==> config.mk <==
export PLATFORM = sky130hd
export DESIGN_NAME = divconv_ctrl
export DESIGN_NICKNAME = d
export VERILOG_FILES = /design/src/rtl/divconv_pkg.sv /design/src/rtl/divconv_ctrl.sv
export SDC_FILE = /design/constraint.sdc
export NUM_CORES = 1
export LEC_CHECK = 0
export BUFFER_PORTS_ARGS = -buffer_cell sky130_fd_sc_hd__buf_2
export CAP_MARGIN = 20
export CORE_MARGIN = 8
export CORE_UTILIZATION = 33
export DETAILED_ROUTE_END_ITERATION = 6
export PLACE_DENSITY = 0.6
export SYNTH_ARGS = -nofsm -noshare
export SYNTH_HDL_FRONTEND = slang
export SYNTH_SLANG_ARGS = --single-unit
export TNS_END_PERCENT = 100
==> constraint.sdc <==
create_clock -name clk -period 3.3 [get_ports clk]
set_input_delay 0.165 -clock clk [delete_from_list [all_inputs] [get_ports clk]]
set_output_delay 0.165 -clock clk [all_outputs]
set_load 0.005 [all_outputs]
==> src/rtl/divconv_pkg.sv <==
// Shared encodings for the divide-by-convergence controller and datapath.
// Latency: n/a (types and constants only).
// Backpressure: n/a.
package divconv_pkg;

  // Controller schedule states.
  typedef enum logic [2:0] {
    IDLE   = 3'd0,
    INIT_D = 3'd1,
    INIT_N = 3'd2,
    MUL_N  = 3'd3,
    MUL_D  = 3'd4
  } state_e;

  // sel_muxa encodings: multiplier operand A.
  localparam logic [1:0] SELA_K  = 2'd0;  // rega_out, the correction factor K
  localparam logic [1:0] SELA_D  = 2'd1;  // divisor input d
  localparam logic [1:0] SELA_IA = 2'd2;  // initial reciprocal approximation

  // sel_muxb encodings: multiplier operand B.
  localparam logic [1:0] SELB_D    = 2'd0;  // divisor input d
  localparam logic [1:0] SELB_X    = 2'd1;  // dividend input x
  localparam logic [1:0] SELB_DREG = 2'd2;  // regb_out, running denominator D
  localparam logic [1:0] SELB_NREG = 2'd3;  // regc_out, running numerator N

endpackage

==> src/rtl/divconv_ctrl.sv <==
// Sequencer for the Goldschmidt divide-by-convergence datapath: drives mux selects and load enables.
// Latency: INIT_D the cycle after start is sampled; done pulses 2n+1 cycles into the run (n = iterations, 0 read as 1).
// Backpressure: none; start is only accepted in IDLE, ignored (not queued) while busy or during the done cycle.
//
// Ports:
//   clk, reset_b        clock, asynchronous active-low reset
//   start, iters        begin a division with 'iters' refinement passes (sampled together in IDLE)
//   sel_muxa, sel_muxb  datapath multiplier operand selects
//   load_rega/b/c       datapath register load enables for K, D and N
//   busy, done          run in progress; final N update (quotient valid on q)
module divconv_ctrl
  import divconv_pkg::*;
#(
  parameter int ITER_W = 3
) (
  input  logic              clk,
  input  logic              reset_b,
  input  logic              start,
  input  logic [ITER_W-1:0] iters,
  output logic [1:0]        sel_muxa,
  output logic [1:0]        sel_muxb,
  output logic              load_rega,
  output logic              load_regb,
  output logic              load_regc,
  output logic              busy,
  output logic              done
);

  localparam logic [ITER_W-1:0] ITER_ONE = {{(ITER_W-1){1'b0}}, 1'b1};

  state_e            state_q;
  state_e            state_d;
  logic [ITER_W-1:0] cnt_q;
  logic [ITER_W-1:0] iters_q;
  logic              last_n;

  // cnt_q counts N multiplications already completed, so the current MUL_N
  // is the final one when one fewer than the requested count have finished.
  // iters_q is never 0 once captured, so the subtraction cannot wrap in use.
  assign last_n = (cnt_q == (iters_q - ITER_ONE));

  always_ff @(posedge clk or negedge reset_b) begin
    if (!reset_b) begin
      state_q <= IDLE;
      cnt_q   <= '0;
      iters_q <= '0;
    end else begin
      state_q <= state_d;
      case (state_q)
        IDLE: begin
          cnt_q <= '0;
          if (start) begin
            // A request for zero refinement passes runs one pass.
            iters_q <= (iters == '0) ? ITER_ONE : iters;
          end
        end
        MUL_N:   cnt_q <= cnt_q + ITER_ONE;
        default: ;
      endcase
    end
  end

  // Next state and Moore output decode; nothing below reads an input
  // except the IDLE start transition.
  always_comb begin
    state_d   = state_q;
    sel_muxa  = SELA_K;
    sel_muxb  = SELB_D;
    load_rega = 1'b0;
    load_regb = 1'b0;
    load_regc = 1'b0;
    busy      = 1'b1;
    done      = 1'b0;

    case (state_q)
      IDLE: begin
        busy = 1'b0;
        if (start) state_d = INIT_D;
      end
      INIT_D: begin
        // D0 = IA*d into regb; K1 = 2 - D0 into rega from the same product.
        sel_muxa  = SELA_IA;
        sel_muxb  = SELB_D;
        load_rega = 1'b1;
        load_regb = 1'b1;
        state_d   = INIT_N;
      end
      INIT_N: begin
        // N0 = IA*x.
        sel_muxa  = SELA_IA;
        sel_muxb  = SELB_X;
        load_regc = 1'b1;
        state_d   = MUL_N;
      end
      MUL_N: begin
        // Ni = Ni-1 * Ki; the last of these leaves the quotient on q.
        sel_muxa  = SELA_K;
        sel_muxb  = SELB_NREG;
        load_regc = 1'b1;
        done      = last_n;
        state_d   = last_n ? IDLE : MUL_D;
      end
      MUL_D: begin
        // Di = Di-1 * Ki; Ki+1 = 2 - Di.
        sel_muxa  = SELA_K;
        sel_muxb  = SELB_DREG;
        load_rega = 1'b1;
        load_regb = 1'b1;
        state_d   = MUL_N;
      end
      default: begin
        busy    = 1'b0;
        state_d = IDLE;
      end
    endcase
  end

endmodule

* Word-level counts from Yosys, hierarchy flattened *
Cells that the tools add are included.

cells by class
  add/subtract/negate cells = 2
  equal/unequal tests = 6
  multiplexer cells = 11
  reductions and logical operators = 9

operators with widths
  operator             number
  $pmux 3 s4           1
  $mux 3               3
  $reduce_or 2->1      4
  $eq 3x2->1 const B   2
  $logic_not 3->1      2
  $pmux 2 s3           1
  $pmux 3 s2           1
  $mux 1               4
  $reduce_or 4->1      1
  $add 3x1->3 const B  1
  $eq 3x1->1 const B   1
  $eq 3x3->1           1
  $eq 3x3->1 const B   1
  $sub 3x1->3 const B  1
  $mux 2               1
  $ne 2x2->1 const B   1
  $reduce_and 2->1     1
  $reduce_bool 2->1    1

storage, ports and cells
  flip-flop bits (word level) = 9
  input bits = 6
  output and inout bits = 9
  logic and storage cells = 31

* Longest topological paths before layout *
Gate-level depths: netlist (run 1).

  depth after elaboration = 4
  depth in mapped cells = 5
  mapped depth without buffers = 5

* Worst setup path before layout (run 1) *
No wires, ideal clock.

  path type = flip-flop to output port
  start point = register iters_q[0]
  end point = output port done
  data arrival time = 1.150 ns
  required time = 3.135 ns
  setup slack = 1.985 ns
  cell stages (with the launch flop) = 6
  buffers on the path = 0
  cells stage by stage = dfrtp_1 > inv_1 > ha_1 > xnor2_1 > xnor2_1 > nor4_1

between the ends
  longest elaborated chain between the ends = 3

ends and longest elaborated chain
  what                      line                source
  start: declaration        divconv_ctrl.sv:34  logic [ITER_W-1:0] iters_q;
  start signal: assignment  divconv_ctrl.sv:54  iters_q <= (iters == '0) ? ITER_ONE : iters;
  $sub 3x1->3               divconv_ctrl.sv:40  assign last_n = (cnt_q == (iters_q - ITER_ONE));
  $eq 3x3->1                divconv_ctrl.sv:40
  $mux 1                    divconv_ctrl.sv:75  case (state_q)
  end: declaration          divconv_ctrl.sv:26  output logic done

Every way passes these cells.

* Worst setup path after layout (run 1) *
  start point = register state_q[1]
  end point = output port done

between the ends
  longest elaborated chain between the ends = 2

ends and longest elaborated chain
  what                      line                source
  start: declaration        divconv_ctrl.sv:31  state_e state_q;
  start signal: assignment  divconv_ctrl.sv:48  state_q <= state_d;
  $eq 3x2->1                divconv_ctrl.sv:75
  $mux 1                    divconv_ctrl.sv:75

Every way passes these cells.

==> results.yml, run 1 <==
logic_synthesis:
  synth_seq_area_share: 0.380
  synth_area_um2: 593
  synth_cells: 61
  syn_nets: 69
  postSynthRegisterBits: 9
  yosys_warnings: 0
  synth_area_per_cell_um2: 9.72
  yosysUniqueCellTypes: 28
worst_setup_path:
  cp.required_ns: 3.13
  crit_slowest_cell: "dfrtp_1"
  slowest_delay_ns: 0.66
  crit_buf_inv: 2
  rr_startpoint: "state_q[1]$_DFFE_PN0P_"
  crit_start: "state_q[1]$_DFFE_PN0P_"
  ff2ff_path_depth: 2
  crit_path_cell_trace: "nand2b_4, inv_2, nand2_1, nor4_1, buf_2"
  cp_max_fo: 12
  crit_path_end_kind: "output port"
  r2r_slack_ns: 1.81
  cp_top_family: "flip-flops"
  critPathArrivalTime_ns: 1.63
  timing.rr.end: "iters_q[2]$_DFFE_PN0P_"
  critPathLaunchType: "flop"
  worstSetupPathType: "flop to output port"
final_layout:
  fill_cells: 182
  antennaDiodeCount: 0
  fin_area_um2: 677
  areaGrowthSynthToFinish_pct: 14.1
  layout.nets: 82
  drive_gt1_frac: 0.315
placed_design:
  pre_cts_ws_ns: 1.78
  placed_area_um2: 639
  io_buffers: 13
  dp_hpwl_um: 884
  place.gp.congestion: 0.711
detailed_routing:
  drt-initial-drc-count: 10
  drt-vias-per-instance: 4.48
  wl_per_cell_um: 11.2
  dr.pass1.iters: 4
  ant_nets: 0
  vias: 439
  routed_wl_um: 1100
  drc: 0
job:
  drv_cap: 0
clock_network:
  clk_pin_slew_ns: 0.07
  cts.sinks: 9
  post_cts_resized: 0
  clkLatencyLatePin_ns: 0.26
  cts-root-buf: "clkbuf_4"
  cts_tree: "yes"
  hold_buffers: 1
  htreeDepth: 1
  postCtsSetupBuffers: 0
  clock_path_buffers: 2
  cts_made_buffers: 3
floorplan:
  core_um2: 1710
  die_area_um2: 3410
  die_h_um: 58.4
  start_util: 0.347
  fp.dieW_um: 58.4
  core.rowCount: 15
  boundaryPins: 15
timing:
  fin_skew_ns: 0.00131
  hold_viol: 0
  report.final.slew_viol_count: 0
  period_needed_ns: 1.80
  relSlewSlack: 0.663
  rsz0062_at_grt: "false"
  max_freq_mhz: 556
  finalCritPeriodShare: 0.545
  fin_ws_ns: 1.50
  finalSetupViolCount: 0
  setup_tns_ns: 0
  worst_slew_pin_slew_ns: 0.506
grt:
  grt_max_degree: 14
  grt_use_total: 0.0776
  grt_pass1_vias: 435
  grt_pass1_wl_um: 2000
  antenna_found_initial: 0
  grt_overflow: 0
hold_path:
  min_to: "iters_q[2]$_DFFE_PN0P_"
  hp-start: "iters[2]"
  hold_path_class: "input pin to flop"
  min_path_cells: 2
run_status:
  status: "finished clean"
pwr:
  finalPower_uw: 707
  power_density_nw_per_um2: 1040
  vdd_drop_max_mv: 0.372
  total_leakage_power_uw: 0.000328
==> final cells by class <==
type,instances,area (µm²),share of cell area
Inverter,8,30.0,0.0444
Timing Repair Buffer,14,75.1,0.111
Clock buffer,3,22.5,0.0333
Clock inverter,1,5.00,0.00739
Tap cell,25,31.3,0.0462
Sequential cell,9,225,0.333
Multi-Input combinational cell,38,288,0.425
==> worst max path at each step <==
| stage | end | slack, ns | cells past startpoint |
|---|---|---|---|
| finish | done | 1.50 | 5 |
| detailed placement | done | 1.78 | 5 |
| global placement | done | 1.76 | 5 |
| CTS | done | 1.49 | 5 |
| global route | done | 1.34 | 5 |
| floorplan | done | 1.99 | 5 |
==> where the power goes <==
part           internal [µW]  leakage, µW  switching (µW)
sequential               158     0.000114            93.3
clock                   44.8    0.0000177            41.9
combinational            198     0.000195             171
==> registers in the layout, summed over array words and instances, names as in the netlist <==
name	count
state_q	3
iters_q	3
cnt_q	3
==> synth_stat cells (all sizes together) <==
master / n / area, µm²
xnor2: 5 / 43.8
o21ai: 5 / 25.0
mux2i: 1 / 10.0
a21oi: 1 / 5.00
a211oi: 1 / 7.51
a22o: 2 / 18.8
o2bb2ai: 1 / 8.76
nand2b: 4 / 32.5
o311a: 1 / 10.0
o22ai: 2 / 12.5
a21o: 2 / 16.3
dfrtp: 9 / 225
nor4b: 1 / 23.8
conb: 1 / 3.75
nand2: 4 / 15.0
nor4: 1 / 6.26
inv: 8 / 30.0
nor3: 1 / 5.00
mux2: 1 / 11.3
nor2: 2 / 7.51
buf: 6 / 50.0
ha: 2 / 25.0
==> worst register-to-register path, cell delays in order (launching register included) <==
cell,delay (ns)
dfrtp_1,0.56
nor4b_4,0.46
mux2_1,0.35
==> cell usage in the layout (no fill, tap or decap), drive strengths merged <==
cell,Yosys,layout
o311a,1,1
nor4,1,1
buf,6,13
a22o,2,2
nor2,2,2
conb,1,1
mux2i,1,1
o22ai,2,2
clkinv,0,1
a21oi,1,1
inv,8,8
a211oi,1,1
nand2b,4,4
o21ai,5,5
xnor2,5,5
nor4b,1,1
a21o,2,2
ha,2,2
dfrtp,9,9
mux2,1,1
dlygate4sd3,0,1
nor3,1,1
o2bb2ai,1,1
nand2,4,4
clkbuf,0,3
==> kinds of logic (layout without fill, tap and decap cells) <==
logic type / count (synthesis) / in the layout / share of synthesized area
AO/OA/AOI/OAI: 15 / 15 / 0.175
XOR/XNOR: 5 / 5 / 0.0738
adder cells (fa/ha/maj): 2 / 2 / 0.0422
buffers and inverters: 14 / 26 / 0.135
flip-flops: 9 / 9 / 0.380
multiplexers: 2 / 2 / 0.0359
other: 1 / 1 / 0.00632
AND/OR/NAND/NOR: 13 / 13 / 0.152
==> metrics by stage <==
| stage | hold slack, ns | util | instances |
|---|---|---|---|
| 2_1_floorplan | -0.131 | - | 61 |
| 3_3_place_gp | 0.0267 | 0.374 | 93 |
| 3_5_place_dp | 0.0282 | 0.374 | 93 |
| 4_1_cts | 0.125 | 0.396 | 98 |
| 5_1_grt | 0.131 | 0.396 | 98 |
| 6_report | 0.132 | 0.396 | 98 |
==> per-layer routing <==
metal / GRT usage / wire [µm] / vias to the layer above
li1: - / - / 229
met1: 0.0947 / 537 / 195
met2: 0.110 / 456 / 12
met3: 0.0478 / 93 / 3
met4: 0.0210 / 9 / 0
met5: 0 / 0 / -
Power figures use the tool's default switching activity.
==> run 2: changes to the inputs <==
- PLACE_DENSITY: 0.6 -> 0.62
- clock period: 3.3 -> 1.5 ns (I/O delays scaled with it)
==> run 2 against run 1 <==
Against the previous run: the run now ends with setup timing left; non-clock buffer count up 8; register-to-register slack worse by 1.8 ns; critical path depth up 1; critical endpoint unchanged.
==> results.yml, run 2 (same netlist as run 1, synthesis figures left out) <==
pwr:
  internal_power_uw: 1100
  p_clk_frac: 0.103
  p_seq_frac: 0.274
  switching_power_uw: 770
  power.share.switching: 0.411
  power_density_nw_per_um2: 2430
  total_leakage_power_uw: 0.000370
  vdd_drop_max_mv: 0.884
  pwr-share-comb: 0.623
detailed_routing:
  ant_nets: 0
  drt-initial-drc-count: 5
  drt-vias-per-instance: 4.45
  dr.pass1.iters: 3
  routed_wl_um: 1290
  drc: 0
  wl_per_cell_um: 12.1
  vias: 472
final_layout:
  antennaDiodeCount: 0
  drive_gt1_frac: 0.457
  layout.nets: 90
  top_regs: "cnt_q: 3 flops, iters_q: 3 flops, state_q: 3 flops"
  layout_common_cells: "buf_2, dfrtp_1, buf_4"
  final_common_cell: "buf_2"
  areaGrowthSynthToFinish_pct: 30.0
grt:
  grt_pass1_vias: 511
  grt_overflow: 0
  antenna_found_initial: 0
  grt_use_total: 0.0852
  grt_max_degree: 11
  grt_pass1_wl_um: 2260
clock_network:
  htreeDepth: 1
  cts.sinks: 9
  clkLatencyLatePin_ns: 0.26
  clock_path_buffers: 2
  cts_made_buffers: 3
  clk_pin_slew_ns: 0.06
  cts_tree: "yes"
  cts-root-buf: "clkbuf_4"
timing:
  fin_skew_ns: 0.000725
  finalCritPeriodShare: 1.08
  rsz0062_at_grt: "true"
  report.final.slew_viol_count: 0
  period_needed_ns: 1.62
  fin_ws_ns: -0.119
  finalSetupViolCount: 1
  hold_slack_ns: 0.0381
  hold_viol: 0
  max_freq_mhz: 618
floorplan:
  core.rowCount: 15
  boundaryPins: 15
  core_um2: 1710
  die_h_um: 58.4
  fp.dieW_um: 58.4
  start_util: 0.347
  die_area_um2: 3410
worst_setup_path:
  cp_max_fo: 2
  critPathLaunchType: "flop"
  cp.required_ns: 1.42
  critPathArrivalTime_ns: 1.54
  crit_path_end_kind: "output port"
  worstSetupPathType: "flop to output port"
  ff2ff_path_depth: 6
hold_path:
  hold_path_class: "input pin to flop"
  min_path_cells: 3
run_status:
  violations: "setup timing"
  status: "finished, violations left"
placed_design:
  place.gp.congestion: 0.715
  dp_hpwl_um: 925
  io_buffers: 13
  pre_cts_ws_ns: 0.0971
job:
  drv_cap: 0
==> run 2: power by group through the flow <==
stage          combinational [µW]  sequential, µW  clock (µW)
2_1_floorplan                 781             439           0
3_3_place_gp                  944             490           0
3_5_place_dp                  956             493           0
4_1_cts                      1120             501         203
5_1_grt                      1310             529         213
6_report                     1170             512         193
==> run 2: worst max-delay path: stages (launching register included) <==
cell and delay (ns):
dfrtp_1 0.36, inv_2 0.06, ha_4 0.16, xnor2_2 0.13, xnor2_1 0.16, nor4_2 0.26
buf_2 0.16
==> run 2: path summary, 6_finish.rpt <==
path,start,end,slack (ns)
worst max-delay path,iters_q[0]$_DFFE_PN0P_,done,-0.12
worst min-delay path,iters[1],iters_q[1]$_DFFE_PN0P_,0.04
worst max register to register,iters_q[0]$_DFFE_PN0P_,state_q[2]$_DFFE_PN0P_,0.04
worst min register to register,iters_q[1]$_DFFE_PN0P_,iters_q[1]$_DFFE_PN0P_,0.57
max in group asynchronous,reset_b,state_q[0]$_DFFE_PN0P_,1.11
min in group asynchronous,reset_b,state_q[0]$_DFFE_PN0P_,0.19
==> run 2: layer usage <==
metal,GRT usage,vias to the layer above,wire length [µm]
met4,0.0524,0,10
met3,0.0152,2,38
met1,0.0946,221,555
met2,0.146,7,682
met5,0,-,0
li1,-,242,-
==> run 2: what timing repair did <==
| item | 4_1_cts | 5_1_grt |
|---|---|---|
| resized for setup | 5 | 3 |
| endpoints found under the hold margin | 9 | 0 |
| setup endpoints to repair | 4 | 4 |
| pin swaps | 4 | 1 |
| hold buffers | 1 | 0 |
| setup buffers | 3 | 1 |
==> run 2: area by class of cell <==
type,count,area (µm²)
Clock buffer,4,26.3
Fill cell,163,937
Inverter,8,30.0
Multi-Input combinational cell,38,322
Sequential cell,9,226
Tap cell,25,31.3
Timing Repair Buffer,22,135
==> run 2: per-stage QoR <==
stage	instance area, µm²	instances	total power, µW	utilization	setup TNS [ns]
floorplan	593	61	1220	-	0
global placement	669	97	1430	0.392	0
detailed placement	669	97	1450	0.392	0
CTS	756	105	1830	0.442	-0.145
global route	771	106	2060	0.451	-0.241
finish	771	106	1870	0.451	-0.119
